## config.mk

```make
export PLATFORM = sky130hd
export DESIGN_NAME = sys_ctrl
export DESIGN_NICKNAME = d
export VERILOG_FILES = /design/src/rtl/sys_ctrl.sv
export SDC_FILE = /design/constraint.sdc
export NUM_CORES = 1
export LEC_CHECK = 0
export CAP_MARGIN = 15
export CORE_ASPECT_RATIO = 1.25
export CORE_UTILIZATION = 45
export DETAILED_ROUTE_END_ITERATION = 6
export HOLD_SLACK_MARGIN = 0.12
export PLACE_DENSITY = 0.8
export SYNTH_ARGS = -nofsm -noshare
export SYNTH_HDL_FRONTEND = slang
export SYNTH_SLANG_ARGS = --single-unit
```

## constraint.sdc

```tcl
create_clock -name CLK -period 2.2 [get_ports CLK]
set_clock_uncertainty 0.1 [all_clocks]
set_input_delay 0.33 -clock CLK [delete_from_list [all_inputs] [get_ports CLK]]
set_output_delay 0.33 -clock CLK [all_outputs]
set_load 0.01 [all_outputs]
```

## src/rtl/sys_ctrl.sv

```systemverilog
// Frame-level command controller: decodes UART command frames into register-file
// writes/reads and ALU operations, and returns results to the TX FIFO.
module sys_ctrl #(
    parameter int data_width    = 8,
    parameter int address_width = 4,
    parameter int alu_fun_width = 4
) (
    input  logic                      CLK,
    input  logic                      RST,
    input  logic [data_width-1:0]     RX_P_DATA,
    input  logic                      RX_D_VLD,
    input  logic [2*data_width-1:0]   ALU_OUT,
    input  logic                      ALU_OUT_VALID,
    input  logic [data_width-1:0]     RD_DATA,
    input  logic                      RD_DATA_VALID,
    input  logic                      FIFO_FULL,
    output logic                      ALU_EN,
    output logic [alu_fun_width-1:0]  ALU_FUN,
    output logic                      CLK_EN,
    output logic [address_width-1:0]  ADDRESS,
    output logic                      WR_EN,
    output logic                      RD_EN,
    output logic [data_width-1:0]     WR_DATA,
    output logic [data_width-1:0]     TX_P_DATA,
    output logic                      TX_D_VLD,
    output logic [3:0]                fsm_state
);

    // Handshakes: RX_D_VLD, RD_DATA_VALID and ALU_OUT_VALID are one-cycle pulses
    // with no back-pressure; TX_D_VLD is a write strobe qualified by !FIFO_FULL,
    // and TX_P_DATA holds its value for as long as the FIFO stays full.

    typedef enum logic [3:0] {
        S_IDLE,
        S_WR_ADDR,
        S_WR_DATA,
        S_RD_ADDR,
        S_RD_WAIT,
        S_ALU_A,
        S_ALU_B,
        S_ALU_FUN,
        S_ALU_WAIT,
        S_TX_LSB,
        S_TX_MSB,
        S_TX_RD
    } state_t;

    localparam logic [data_width-1:0] CMD_WR     = data_width'(8'hAA);
    localparam logic [data_width-1:0] CMD_RD     = data_width'(8'hBB);
    localparam logic [data_width-1:0] CMD_ALU_OP = data_width'(8'hCC);
    localparam logic [data_width-1:0] CMD_ALU_NP = data_width'(8'hDD);

    state_t                     state, state_n;
    logic [address_width-1:0]   address_r, address_n;
    logic [data_width-1:0]      wr_data_r, wr_data_n;
    logic                       wr_en_r, wr_en_n;
    logic                       rd_en_r, rd_en_n;
    logic                       alu_en_r, alu_en_n;
    logic [alu_fun_width-1:0]   alu_fun_r, alu_fun_n;
    logic                       clk_en_r, clk_en_n;
    logic [data_width-1:0]      tx_data_r, tx_data_n;
    logic [data_width-1:0]      alu_msb_r, alu_msb_n;
    logic                       tx_active;

    always_ff @(posedge CLK) begin
        if (RST) begin
            state     <= S_IDLE;
            address_r <= '0;
            wr_data_r <= '0;
            wr_en_r   <= 1'b0;
            rd_en_r   <= 1'b0;
            alu_en_r  <= 1'b0;
            alu_fun_r <= '0;
            clk_en_r  <= 1'b0;
            tx_data_r <= '0;
            alu_msb_r <= '0;
        end else begin
            state     <= state_n;
            address_r <= address_n;
            wr_data_r <= wr_data_n;
            wr_en_r   <= wr_en_n;
            rd_en_r   <= rd_en_n;
            alu_en_r  <= alu_en_n;
            alu_fun_r <= alu_fun_n;
            clk_en_r  <= clk_en_n;
            tx_data_r <= tx_data_n;
            alu_msb_r <= alu_msb_n;
        end
    end

    always_comb begin
        state_n   = state;
        address_n = address_r;
        wr_data_n = wr_data_r;
        wr_en_n   = 1'b0;
        rd_en_n   = 1'b0;
        alu_en_n  = 1'b0;
        alu_fun_n = alu_fun_r;
        clk_en_n  = 1'b0;
        tx_data_n = tx_data_r;
        alu_msb_n = alu_msb_r;
        case (state)
            S_IDLE: begin
                if (RX_D_VLD) begin
                    case (RX_P_DATA)
                        CMD_WR:     state_n = S_WR_ADDR;
                        CMD_RD:     state_n = S_RD_ADDR;
                        CMD_ALU_OP: state_n = S_ALU_A;
                        CMD_ALU_NP: state_n = S_ALU_FUN;
                        default:    state_n = S_IDLE;
                    endcase
                end
            end
            S_WR_ADDR: begin
                if (RX_D_VLD) begin
                    address_n = RX_P_DATA[address_width-1:0];
                    state_n   = S_WR_DATA;
                end
            end
            S_WR_DATA: begin
                if (RX_D_VLD) begin
                    wr_data_n = RX_P_DATA;
                    wr_en_n   = 1'b1;
                    state_n   = S_IDLE;
                end
            end
            S_RD_ADDR: begin
                if (RX_D_VLD) begin
                    address_n = RX_P_DATA[address_width-1:0];
                    rd_en_n   = 1'b1;
                    state_n   = S_RD_WAIT;
                end
            end
            S_RD_WAIT: begin
                if (RD_DATA_VALID) begin
                    tx_data_n = RD_DATA;
                    state_n   = S_TX_RD;
                end
            end
            // Operands land in registers 0 and 1, where the ALU reads them.
            S_ALU_A: begin
                if (RX_D_VLD) begin
                    address_n = '0;
                    wr_data_n = RX_P_DATA;
                    wr_en_n   = 1'b1;
                    state_n   = S_ALU_B;
                end
            end
            S_ALU_B: begin
                if (RX_D_VLD) begin
                    address_n = address_width'(1);
                    wr_data_n = RX_P_DATA;
                    wr_en_n   = 1'b1;
                    state_n   = S_ALU_FUN;
                end
            end
            S_ALU_FUN: begin
                if (RX_D_VLD) begin
                    alu_fun_n = RX_P_DATA[alu_fun_width-1:0];
                    alu_en_n  = 1'b1;
                    clk_en_n  = 1'b1;
                    state_n   = S_ALU_WAIT;
                end
            end
            S_ALU_WAIT: begin
                if (ALU_OUT_VALID) begin
                    tx_data_n = ALU_OUT[data_width-1:0];
                    alu_msb_n = ALU_OUT[2*data_width-1:data_width];
                    state_n   = S_TX_LSB;
                end else begin
                    clk_en_n  = 1'b1;
                end
            end
            S_TX_LSB: begin
                if (!FIFO_FULL) begin
                    tx_data_n = alu_msb_r;
                    state_n   = S_TX_MSB;
                end
            end
            S_TX_MSB, S_TX_RD: begin
                if (!FIFO_FULL) state_n = S_IDLE;
            end
            default: state_n = S_IDLE;
        endcase
    end

    // The strobe is combinational so a FIFO that fills this cycle is never written.
    assign tx_active = (state == S_TX_LSB) || (state == S_TX_MSB) || (state == S_TX_RD);
    assign TX_D_VLD  = tx_active && !FIFO_FULL;
    assign TX_P_DATA = tx_data_r;
    assign ADDRESS   = address_r;
    assign WR_DATA   = wr_data_r;
    assign WR_EN     = wr_en_r;
    assign RD_EN     = rd_en_r;
    assign ALU_EN    = alu_en_r;
    assign ALU_FUN   = alu_fun_r;
    assign CLK_EN    = clk_en_r;
    assign fsm_state = state;

endmodule

```

==> flow_summary_export.csv <==
group,metric,value,unit
status,status,"complete, no violations",
critical_path,critical_path_required,1.77,ns
critical_path,crit_path_cell_trace,"nand2b_1 > nor3_1 > clkdlybuf4s50_1",
placed_design,dp_hpwl,3660,µm
detailed_routing,drt-wirelength-per-cell,14.4,µm
detailed_routing,drc,0,
timing,slew_violations,0,
timing,timing.final.hold_violations,0,
cts,clock_tree_root_buffer_cell,"clkbuf_8",
timing,hold-worst-slack,0.375,ns
floorplanning,dieHeight,77.1,µm
logic_synthesis,asyncSetResetFlopFracSynth,0,
floorplanning,chipWidth,62.1,µm
floorplanning,number_of_placement_rows,26,
global_routing,grt_max_degree,31,
cts,clk_pin_slew_worst_paths,0.07,ns
timing,worst_slew_pin_slew,0.623,ns
critical_path,timing.critical_path.depth,3,
floorplanning,coreArea,4200,µm²
detailed_routing,drt_first_pass_iters,4,
job,cap_violations,0,
placed_design,port-buffer-count,70,
critical_path,critPathTopFamily,"buffers and inverters",
worst_hold_path,min_path_type,"reg -> reg",
timing,setup_violators_final,0,
logic_synthesis,synth_cells,217,
logic_synthesis,synth_area_leader_cell,"dfxtp_1",
detailed_routing,routed_wirelength,5050,µm
critical_path,critical_path_peak_fanout,11,
cts,numCtsBuffers,5,
logic_synthesis,synth_area_leaders,"dfxtp_1, mux2i_1, nor2_1",
cts,h_tree_depth,2,
cts,numClockSinks,40,
logic_synthesis,netlist_area,2030,µm²
timing,rsz0062_at_grt,"no",
critical_path,cpPeakStageDelay,0.55,ns
logic_synthesis,synth.ff_latch_count,40,
critical_path,critical_path_buf_inv_count,1,
timing,fmax,489,MHz
timing,worst_slew_margin_rel,0.584,
critical_path,critical_path.slowest_cell,"clkdlybuf4s50_1",
detailed_routing,postRouteAntennaNets,0,
floorplanning,pin_count,71,
detailed_routing,via_count,1848,
timing,fin_crit,2.05,ns
critical_path,worst_ep_arrival_time,1.62,ns
global_routing,initial_antenna_violation_count,0,
cells_and_area,num-fill-cells,335,
global_routing,grtUsageTotal,0.229,
detailed_routing,drt_first_iter_violations,117,
pwr,vdd_drop_max,0.561,mV
critical_path,cp-start-kind,"flop",
floorplanning,die_area,4790,µm²
pwr,power.total,0.00286,W
cts,max-clock-path-buffers,2,
cts,tritoncts_clock_tree,"built",
timing,setup_total_negative_slack,0,ns
detailed_routing,via_per_inst,5.28,
logic_synthesis,synth.net_count,255,
global_routing,via_count_of_the_first_global_routing_pass,1736,
logic_synthesis,synth_largest_type_area_fraction,0.394,
logic_synthesis,main_flop_type_after_synthesis,"dfxtp_1",
critical_path,worst_r2r_path_depth,5,
cells_and_area,most_common_cell_after_layout_fill_and_taps_aside,"clkdlybuf4s50_1",
timing,finalCritPeriodShare,0.930,
logic_synthesis,synth-edff-count,0,
critical_path,worst_setup_path_end_kind,"output pin",
placed_design,gp_congestion,0.868,
global_routing,first_pass_grt_wire_length,8120,µm
logic_synthesis,total_of_warnings_raised_by_yosys,0,
placed_design,postPlaceCellArea,2810,µm²
cts,clock_insertion_delay_worst_skew,0.30,ns
worst_hold_path,min_delay_path_depth,2,
cells_and_area,inserted_diodes,0,
global_routing,grt_remaining_overflow,0,
logic_synthesis,avgSynthCellArea,9.36,µm²
logic_synthesis,synth_cell_type_count,45,
cells_and_area,area_growth_syn_to_layout,42.9,%
cells_and_area,final_cell_area,2900,µm²
floorplanning,floorplan.initialDensity,0.484,
pwr,powerDensity,987,nW/µm²
cts,ctsHoldBuffers,0,
cells_and_area,final_nets,331,
pwr,cellLeakagePower,1.16,nW
critical_path,critPathKind,"reg -> out",
logic_synthesis,seq_area_frac_synth,0.394,
cells_and_area,drive_gt1_frac,0.0986,
cells_and_area,most-common-layout-cells,"clkdlybuf4s50_1, dfxtp_1, mux2i_1, nor2_1, nand2b_1",
-- sequential cells by signal, indices dropped and copies added, names as in the netlist --
name / flops
TX_P_DATA: 8
WR_DATA: 8
alu_msb_r: 8
ADDRESS: 4
ALU_FUN: 4
fsm_state: 4
ALU_EN: 1
CLK_EN: 1
RD_EN: 1
WR_EN: 1
-- cells in the mapped netlist (2+ instances only) --
master / instances
dfxtp_1: 40
mux2i_1: 36
nor2_1: 31
nand2b_1: 17
a211o_1: 8
a21oi_1: 8
clkbuf_1: 5
nand2_1: 5
nand3_1: 5
buf_4: 4
a31oi_1: 3
inv_1: 3
nand3b_1: 3
nor2b_1: 3
nor4_1: 3
o21ai_0: 3
a21o_1: 2
buf_2: 2
buf_6: 2
nand4bb_1: 2
nor3_1: 2
nor3b_1: 2
o211ai_1: 2
o21a_1: 2
o21ai_1: 2
or2_2: 2
xor2_1: 2
-- where the power goes --
group / switching, W / leakage (nW) / internal (W)
clock: 0.000242 / 0.0455 / 0.000256
sequential: 0.000119 / 0.325 / 0.000865
combinational: 0.000668 / 0.789 / 0.000714
-- logic make-up (layout without fill, tap and decap cells) --
kind of cell | Yosys count | after routing | share of synthesized area
buf+inv | 16 | 93 | 0.0456
compound gates | 40 | 40 | 0.146
simple gates | 82 | 82 | 0.224
flops | 40 | 40 | 0.394
xor+xnor | 3 | 3 | 0.0129
mux | 36 | 36 | 0.177
-- worst min-delay path, stage by stage, from the launching register on --
cell and delay [ns]:
dfxtp_1 0.31, nand2b_1 0.06, mux2i_1 0.06
-- per-layer routing --
metal | track usage | vias up | part of all wire
met3 | 0.0438 | 7 | 0.037
met2 | 0.345 | 47 | 0.50
met1 | 0.309 | 868 | 0.44
met5 | 0 | - | 0
li1 | - | 926 | -
met4 | 0.0978 | 0 | 0.017
-- stage by stage --
| step | worst slack [ns] | utilization | instances |
|---|---|---|---|
| finish | 0.154 | 0.692 | 350 |
| global route | 0.0151 | 0.692 | 350 |
| CTS | 0.00790 | 0.691 | 350 |
| detailed placement | 0.221 | 0.670 | 342 |
| global placement | 0.217 | 0.670 | 342 |
| floorplan | 0.556 | - | 217 |
-- layout make-up --
| type | count | area, µm² | share of cell area |
|---|---|---|---|
| clock buffer | 8 | 90.1 | 0.0310 |
| multi-input combinational | 161 | 1140 | 0.392 |
| tap | 56 | 70.1 | 0.0241 |
| inverter | 3 | 11.3 | 0.00388 |
| timing repair buffer | 82 | 791 | 0.272 |
| sequential | 40 | 803 | 0.277 |
-- final timing paths --
check               start            to  slack [ns]
max          fsm_state[2]      TX_D_VLD        0.15
min          TX_P_DATA[4]  TX_P_DATA[4]        0.37
max reg2reg  fsm_state[2]    ADDRESS[0]        0.36
min reg2reg  TX_P_DATA[4]  TX_P_DATA[4]        0.37
-- timing repair --
item | 4_1_cts | 5_1_grt
buffers inserted | 0 | 0
resized for setup | 0 | 2
setup endpoints to repair | 0 | 1
(Power assumes the default switching activity.)
